--- config.mk ---
export PLATFORM = sky130hd
export DESIGN_NAME = datapath_param
export DESIGN_NICKNAME = d
export VERILOG_FILES = /design/src/rtl/datapath_param_pkg.sv /design/src/rtl/datapath_param_alu.sv /design/src/rtl/datapath_param.sv
export SDC_FILE = /design/constraint.sdc
export NUM_CORES = 1
export LEC_CHECK = 0
export ABC_CLOCK_PERIOD_IN_PS = 9950
export CORE_ASPECT_RATIO = 1.2
export CORE_MARGIN = 10
export CORE_UTILIZATION = 45
export DETAILED_ROUTE_END_ITERATION = 10
export DONT_BUFFER_PORTS = 1
export MAX_ROUTING_LAYER = met4
export PLACE_DENSITY = 0.58
export SYNTH_ARGS = -nofsm -noshare
export SYNTH_HDL_FRONTEND = slang
export SYNTH_SLANG_ARGS = --single-unit
--- constraint.sdc ---
create_clock -name clk -period 9.95 [get_ports clk]
set_input_delay 1.99 -clock clk [delete_from_list [all_inputs] [get_ports clk]]
set_output_delay 1.99 -clock clk [all_outputs]
set_load 0.03 [all_outputs]
--- src/rtl/datapath_param_pkg.sv ---
// Shared encodings for datapath_param: ALU ops, in2 selects, FSM states and control-word layout.
// The control-word layout is fixed bits first, then three RW-wide register selects.
package datapath_param_pkg;

  localparam logic [2:0] AluAdd  = 3'd0;
  localparam logic [2:0] AluSub  = 3'd1;
  localparam logic [2:0] AluAnd  = 3'd2;
  localparam logic [2:0] AluOr   = 3'd3;
  localparam logic [2:0] AluXor  = 3'd4;
  localparam logic [2:0] AluNand = 3'd5;
  localparam logic [2:0] AluPass = 3'd6;
  localparam logic [2:0] AluShl1 = 3'd7;

  localparam logic [1:0] In2Bus = 2'd0;
  localparam logic [1:0] In2One = 2'd1;
  localparam logic [1:0] In2Two = 2'd2;
  localparam logic [1:0] In2Imm = 2'd3;

  localparam logic [0:0] StIdle = 1'b0;
  localparam logic [0:0] StBusy = 1'b1;

  localparam int unsigned CwPcLd      = 0;
  localparam int unsigned CwPcToA     = 1;
  localparam int unsigned CwT1Ld      = 2;
  localparam int unsigned CwT1ToA     = 3;
  localparam int unsigned CwT1ToB     = 4;
  localparam int unsigned CwT2Ld      = 5;
  localparam int unsigned CwT2ToA     = 6;
  localparam int unsigned CwT2ToB     = 7;
  localparam int unsigned CwDinToB    = 8;
  localparam int unsigned CwRfAEn     = 9;
  localparam int unsigned CwRfBEn     = 10;
  localparam int unsigned CwRfWe      = 11;
  localparam int unsigned CwRfWsrc    = 12;
  localparam int unsigned CwFlagLd    = 13;
  localparam int unsigned CwMemRd     = 14;
  localparam int unsigned CwMemWr     = 15;
  localparam int unsigned CwAddrFromB = 16;
  localparam int unsigned CwAluOp     = 17;  // 3 bits
  localparam int unsigned CwIn2Sel    = 20;  // 2 bits
  localparam int unsigned CwImm8      = 22;  // 8 bits
  localparam int unsigned CwRfASel    = 30;  // RW bits

  function automatic int unsigned cw_rf_b_sel(input int unsigned rw);
    return CwRfASel + rw;
  endfunction

  function automatic int unsigned cw_rf_dst(input int unsigned rw);
    return CwRfASel + 2 * rw;
  endfunction

  function automatic int unsigned cw_w(input int unsigned rw);
    return CwRfASel + 3 * rw;
  endfunction

endpackage

--- src/rtl/datapath_param_alu.sv ---
// Combinational ALU producing result and {N,Z,C,V}.
// DATAPATH_PARAM_FULL_FLAGS_EN enables N/C/V; otherwise only Z is produced.
module datapath_param_alu
  import datapath_param_pkg::*;
#(
  parameter int unsigned DW = 16
) (
  input  logic [DW-1:0] in1,
  input  logic [DW-1:0] in2,
  input  logic [2:0]    op,
  output logic [DW-1:0] result,
  output logic [3:0]    flags
);

`ifdef DATAPATH_PARAM_FULL_FLAGS_EN
  logic [DW:0] sum;
  logic [DW:0] diff;
  logic        c;
  logic        v;

  always_comb begin
    sum  = {1'b0, in1} + {1'b0, in2};
    // Subtract as in1 + ~in2 + 1 so the carry out is the NOT-borrow.
    diff = {1'b0, in1} + {1'b0, ~in2} + (DW + 1)'(1);
    c    = 1'b0;
    v    = 1'b0;
    unique case (op)
      AluAdd: begin
        result = sum[DW-1:0];
        c      = sum[DW];
        v      = (in1[DW-1] == in2[DW-1]) && (sum[DW-1] != in1[DW-1]);
      end
      AluSub: begin
        result = diff[DW-1:0];
        c      = diff[DW];
        v      = (in1[DW-1] != in2[DW-1]) && (diff[DW-1] != in1[DW-1]);
      end
      AluAnd:  result = in1 & in2;
      AluOr:   result = in1 | in2;
      AluXor:  result = in1 ^ in2;
      AluNand: result = ~(in1 & in2);
      AluPass: result = in2;
      AluShl1: begin
        result = {in1[DW-2:0], 1'b0};
        c      = in1[DW-1];
      end
    endcase
    flags = {result[DW-1], result == '0, c, v};
  end
`else
  always_comb begin
    unique case (op)
      AluAdd:  result = in1 + in2;
      AluSub:  result = in1 - in2;
      AluAnd:  result = in1 & in2;
      AluOr:   result = in1 | in2;
      AluXor:  result = in1 ^ in2;
      AluNand: result = ~(in1 & in2);
      AluPass: result = in2;
      AluShl1: result = {in1[DW-2:0], 1'b0};
    endcase
    flags = {1'b0, result == '0, 2'b00};
  end
`endif

endmodule

--- src/rtl/datapath_param.sv ---
// Parametrised datapath: register file, T1/T2, PC, DIN, ALU, buses A/B and a req/ack memory port.
// Build with DATAPATH_PARAM_FULL_FLAGS_EN for N/C/V flags; default build keeps only Z.
module datapath_param
  import datapath_param_pkg::*;
#(
  parameter  int unsigned DW   = 16,
  parameter  int unsigned AW   = 16,
  parameter  int unsigned NREG = 32,
  localparam int unsigned RW   = $clog2(NREG),
  localparam int unsigned CW_W = cw_w(RW)
) (
  input  logic            clk,
  input  logic            rst,
  input  logic [CW_W-1:0] cw,
  input  logic            cw_valid,
  output logic            cw_ready,
  output logic            mem_req,
  output logic            mem_we,
  output logic [AW-1:0]   mem_addr,
  output logic [DW-1:0]   mem_wdata,
  input  logic [DW-1:0]   mem_rdata,
  input  logic            mem_ack,
  output logic [3:0]      flags,
  output logic            bus_conflict
);

  localparam int unsigned RfBSel = cw_rf_b_sel(RW);
  localparam int unsigned RfDst  = cw_rf_dst(RW);

  logic [DW-1:0] pc_q, t1_q, t2_q, din_q;
  logic [DW-1:0] rf_q [NREG];
  logic [3:0]    flags_q;
  logic [0:0]    state_q;
  logic          mem_req_q, mem_we_q, conflict_q;
  logic [AW-1:0] mem_addr_q;
  logic [DW-1:0] mem_wdata_q;

  logic [RW-1:0] rf_a_sel, rf_b_sel, rf_dst;
  logic [7:0]    imm8;
  logic [DW-1:0] bus_a, bus_b, in2, addr_bus, alu_result;
  logic [3:0]    alu_flags;
  logic          accepted, conflict_now;

  assign rf_a_sel = cw[CwRfASel +: RW];
  assign rf_b_sel = cw[RfBSel +: RW];
  assign rf_dst   = cw[RfDst +: RW];
  assign imm8     = cw[CwImm8 +: 8];

  assign cw_ready = (state_q == StIdle);
  assign accepted = cw_valid & cw_ready;

  always_comb begin
    bus_a = '0;
    if (cw[CwPcToA]) bus_a = bus_a | pc_q;
    if (cw[CwT1ToA]) bus_a = bus_a | t1_q;
    if (cw[CwT2ToA]) bus_a = bus_a | t2_q;
    if (cw[CwRfAEn]) bus_a = bus_a | rf_q[rf_a_sel];
    bus_b = '0;
    if (cw[CwT1ToB])  bus_b = bus_b | t1_q;
    if (cw[CwT2ToB])  bus_b = bus_b | t2_q;
    if (cw[CwDinToB]) bus_b = bus_b | din_q;
    if (cw[CwRfBEn])  bus_b = bus_b | rf_q[rf_b_sel];
    conflict_now = !$onehot0({cw[CwPcToA], cw[CwT1ToA], cw[CwT2ToA], cw[CwRfAEn]}) ||
                   !$onehot0({cw[CwT1ToB], cw[CwT2ToB], cw[CwDinToB], cw[CwRfBEn]});
    unique case (cw[CwIn2Sel +: 2])
      In2Bus: in2 = bus_b;
      In2One: in2 = DW'(1);
      In2Two: in2 = DW'(2);
      In2Imm: in2 = {{(DW - 8){imm8[7]}}, imm8};
    endcase
    addr_bus = cw[CwAddrFromB] ? bus_b : bus_a;
  end

  datapath_param_alu #(
    .DW(DW)
  ) u_alu (
    .in1   (bus_a),
    .in2   (in2),
    .op    (cw[CwAluOp +: 3]),
    .result(alu_result),
    .flags (alu_flags)
  );

  always_ff @(posedge clk) begin
    if (rst) begin
      pc_q       <= '0;
      t1_q       <= '0;
      t2_q       <= '0;
      flags_q    <= '0;
      conflict_q <= 1'b0;
      for (int i = 0; i < NREG; i++) rf_q[i] <= '0;
    end else if (accepted) begin
      if (cw[CwPcLd])   pc_q    <= bus_b;
      if (cw[CwT1Ld])   t1_q    <= alu_result;
      if (cw[CwT2Ld])   t2_q    <= bus_b;
      if (cw[CwFlagLd]) flags_q <= alu_flags;
      if (cw[CwRfWe])   rf_q[rf_dst] <= cw[CwRfWsrc] ? bus_b : alu_result;
      if (conflict_now) conflict_q <= 1'b1;
    end
  end

  // Memory FSM: request registered at accept, held until the ack pulse.
  always_ff @(posedge clk) begin
    if (rst) begin
      state_q     <= StIdle;
      mem_req_q   <= 1'b0;
      mem_we_q    <= 1'b0;
      mem_addr_q  <= '0;
      mem_wdata_q <= '0;
      din_q       <= '0;
    end else if (state_q == StIdle) begin
      if (accepted && (cw[CwMemRd] || cw[CwMemWr])) begin
        state_q     <= StBusy;
        mem_req_q   <= 1'b1;
        mem_we_q    <= cw[CwMemWr];
        mem_addr_q  <= addr_bus[AW-1:0];
        mem_wdata_q <= bus_a;
      end
    end else if (mem_ack) begin
      state_q   <= StIdle;
      mem_req_q <= 1'b0;
      if (!mem_we_q) din_q <= mem_rdata;
    end
  end

  assign mem_req      = mem_req_q;
  assign mem_we       = mem_we_q;
  assign mem_addr     = mem_addr_q;
  assign mem_wdata    = mem_wdata_q;
  assign flags        = flags_q;
  assign bus_conflict = conflict_q;

endmodule

# Yosys cells after proc, flatten, opt, wreduce, memory -nomap -nowiden
# Memories as Yosys holds them, arrays and structs flattened.
# Cells that the tools add are included.
# classes
n_addsub,8
order_cmp,2
n_eq_ne,11
n_mux,27
bitwise,13
n_reduce_logical,18
# ops
op,count
16-bit 2-to-1 mux,11
16-bit one-hot mux with 8 select lines,1
16-bit bitwise OR,7
16-bit one-hot mux with 4 select lines,1
16-bit adder,1
16-bit AND,1
16-bit logical NOT,1
16-bit NOT,1
16-bit OR reduction,1
16-bit subtractor,1
16-bit XOR,1
2-bit AND reduction,7
1-bit 2-to-1 mux,13
3-bit == test (second input constant),4
1-bit by 1-bit adder with 2-bit output,4
2-bit by 2-bit adder with 3-bit output,2
3-bit by 2-bit == test with 1-bit output (second input constant),2
3-bit by 1-bit <= comparator with 1-bit output (second input constant),2
5-bit 2-to-1 mux,1
2-bit == test (second input constant),2
3-bit by 1-bit == test with 1-bit output (second input constant),1
3-bit logical NOT,1
3-bit AND reduction,1
2-bit by 1-bit == test with 1-bit output (second input constant),1
other kinds (8),11
# totals
register_bits,101
ramBits,512
wordCells,91
mem_count,1
# mem_list
name,words,word_bits,read_ports,rd_clocked_by_memory_dff,wr,line_no,rtl
rf_q,32,16,2,0,32,datapath_param.sv:31,logic [DW-1:0] rf_q [NREG];

# Depth between registers and ports, before layout
# logic_depth
word_depth,13
mapped_depth,29

# By module
# From an unflattened synthesis, not the netlist that was laid out.
# hier_totals
cells_unflattened,3066
area_unflattened_um2,34798.4
# modules_own_cells
mod,instances,cells_each,area_each_um2
datapath_param,1,2712,32268.4
datapath_param_alu,1,354,2529.9

# Worst setup path after synthesis
# OpenSTA, ideal clock, no wires.
# synth_timing
path_kind,in2reg
from,input cw[35]
to,"memory rf_q[0][14], data pin"
setup_time_ns,0.266
arrival_time_ns,6.950
required_ns,9.684
setup_slack_ns,2.734
cell_stages,27
path_buffers,7
path_cell_list,buf_6 -> buf_8 -> buf_8 -> buf_6 -> buf_6 -> mux2i_1 -> a22oi_1 -> a21oi_1 -> a2111o_1 -> and2_1 -> o21a_1 -> ha_1 -> a21oi_1 -> fa_1 -> a211oi_1 -> o21ai_0 -> a31oi_1 -> o21ai_0 -> a31o_2 -> a31oi_1 -> xor2_1 -> o21ai_0 -> nor2_1 -> or2_2 -> buf_2 -> buf_4 -> nor2_1
# synth_rtl
element,line_no,rtl
"start, declared",datapath_param.sv:14,"input logic [CW_W-1:0] cw,"
"end, declared",datapath_param.sv:31,

==> reports/metrics.yaml <==
insertion_delay_ns: 0.63
netlist_instances: 2800
multi_input_area_um2: 15200
grt_overflow_total: 0
clockBufferDepth: 3
rows: 110
ys_warn_count: 0
die_w_um: 271
antenna_found_initial: 4
start_util: 0.453
setup_viol: 0
num_vias: 24700
ys_seq_area_frac: 0.513
endpoint_kind: "flip-flop"
synthTopCellsByArea: "edfxtp_1 (45%), mux4_2 (16%), nor2_1 (6.9%)"
cp_top_family: "compound AO/OA/AOI/OAI gates"
power_mw: 6.58
syn_avg_cell_area_um2: 12.1
nNetsFinal: 2797
crit_fanout: 151
hold_path_class: "flip-flop to flip-flop"
startpoint_type: "input port"
power.leakage_nw: 12.9
worst_hold_slack_ns: 0.464
core-area_um2: 74900
drc: 0
die_area_um2: 86800
drt_iter0_markers: 3253
wl_per_cell_um: 34.6
max_freq_mhz: 124
worstPathBufferInverterCount: 1
num_io_pins: 105
firstDrtPassIters: 6
relSlewSlack: 0.132
portBuffers: 0
period_minus_slack_ns: 8.08
numCtsBuffers: 67
viasPerCell: 6.61
final-seq-area_um2: 17400
grt_use_total: 0.302
yosys_register_bits: 613
holdBufCountCts: 0
die_h_um: 321
postCtsSetupBuffers: 0
final_cell_mix: "nor2_1 (624), edfxtp_1 (512), mux4_2 (243)"
critPathSlowestCell: "mux4_2"
dp_hpwl_mm: 87.3
p_per_area_nw_per_um2: 179
cts.sinks: 613
ant_nets: 0
wirelength_mm: 129
grt_max_degree: 152
cts_htree_levels: 3
critPathRequiredTime_ns: 10.28
nFillCells: 6669
gp_congestion: 0.989
worst-setup-path-type: "input port to flip-flop"
layout_commonest_cell: "nor2_1"
drv_cap: 0
arrival_ns: 8.41
synth_enable_flop_cells: 512
path_cells: "mux4_2 > mux2i_1 > a22oi_1 > nand3_1 > o21a_1 > ha_1 > o21ai_0 > nor3_1 > a21oi_1 > xnor2_1 > ha_1 > nand2_1 > a211oi_1 > a21bo_2 > a31oi_1 > a31oi_1 > o211a_1 > and2_1 > o22ai_1 > o2111ai_1 > nor3_4 > buf_4 > a21oi_1"
yosys.area.top_type: "edfxtp_1"
rsz0062_at_grt: "no"
peakVddDrop_uv: 110
synth_ff_type: "edfxtp_1"
finClkSkew_ns: 0.0270
worstSetupStartpoint: "cw[35]"
clk_pin_slew_worst_paths_ns: 0.06
cts_resized: 0
worstMarginPinSlew_ns: 1.30
grt_pass1_vias: 24300
period_share: 0.812
hold_viol_final: 0
areaGrowthSynthToFinish_pct: 8.11
synth_cell_type_count: 85
drv_slew: 0
slowest_delay_ns: 0.63
rr_startpoint: "rf_q[15][1]"
grt_pass1_wl_mm: 183
cts_root_buf: "clkbuf_16"
cts_tree: "built"
drive_gt1_frac: 0.172
setup-tns-final_ns: 0
synth_top_area_share: 0.453
synth.cell_area_um2: 33900
status: "complete, no violations"
worstHoldStart: "din_q[9]"
async_flop_share: 0
[area by class of cell]
class	count	area share
flip-flops and latches	613	0.475
multi-input cells	1885	0.414
clock buffers	88	0.0499
well taps	1008	0.0344
repair buffers	68	0.0139
clock inverters	33	0.00874
inverters	46	0.00471
diodes	3	0.000205
[final timing paths]
kind	endpoint	slack [ns]	cells after the start
worst max-delay path	rf_q[2][15]	1.87	23
worst min-delay path	din_q[9]	0.46	2
worst max register to register	rf_q[2][15]	3.17	23
worst min register to register	din_q[9]	0.46	2
[cells in the mapped netlist (all sizes together) (53+ instances only)]
library cell	instances
a211oi	66
a21oi	127
buf	94
clkbuf	162
dfxtp	101
edfxtp	512
mux2i	75
mux4	258
nand2	184
nand2b	53
nor2	625
o21ai	62
[stage by stage]
stage	utilization	worst slack [ns]	std cells	instance area, µm²
CTS	0.490	2.25	3741	36700
finish	0.490	1.87	3744	36700
floorplan	-	2.73	2802	33900
global placement	0.461	1.63	3620	34500
detailed placement	0.461	1.63	3620	34500
global route	0.490	1.73	3744	36700
[worst min-delay path, stage by stage (launching register included)]
cell and delay [ns]:
dfxtp_1 0.31, nand2_1 0.05, a21oi_1 0.05
[where the power goes]
group | internal, mW | total [mW] | leakage [nW] | switching, mW
Clock | 1.43 | 2.52 | 1.05 | 1.09
Sequential | 2.88 | 2.96 | 6.16 | 0.0854
Combinational | 0.380 | 1.10 | 5.71 | 0.715
[per-layer routing]
| layer | vias to the layer above | share of wire | global-route usage |
|---|---|---|---|
| met2 | 1519 | 0.49 | 0.497 |
| met3 | 368 | 0.093 | 0.0600 |
| met5 | - | 0 | - |
| met4 | 0 | 0.077 | 0.203 |
| li1 | 10300 | - | - |
| met1 | 12600 | 0.34 | 0.330 |
[flip-flops by register name (all words and copies together) (netlist names)]
name	count
bus_conflict	1
din_q	16
flags	1
mem_addr	16
mem_req	1
mem_wdata	16
mem_we	1
pc_q	16
rf_q	512
state_q	1
t1_q	16
t2_q	16
[cells by family after synthesis]
group / count (synthesis) / synth area share
XOR/XNOR: 26 / 0.00672
AO/OA/AOI/OAI: 444 / 0.0889
other: 1 / 0.000111
flip-flops: 613 / 0.513
adder cells (fa/ha/maj): 51 / 0.0195
multiplexers: 357 / 0.203
AND/OR/NAND/NOR: 1004 / 0.125
buffers and inverters: 304 / 0.0435
No activity file was read; power rests on OpenSTA's default activity.
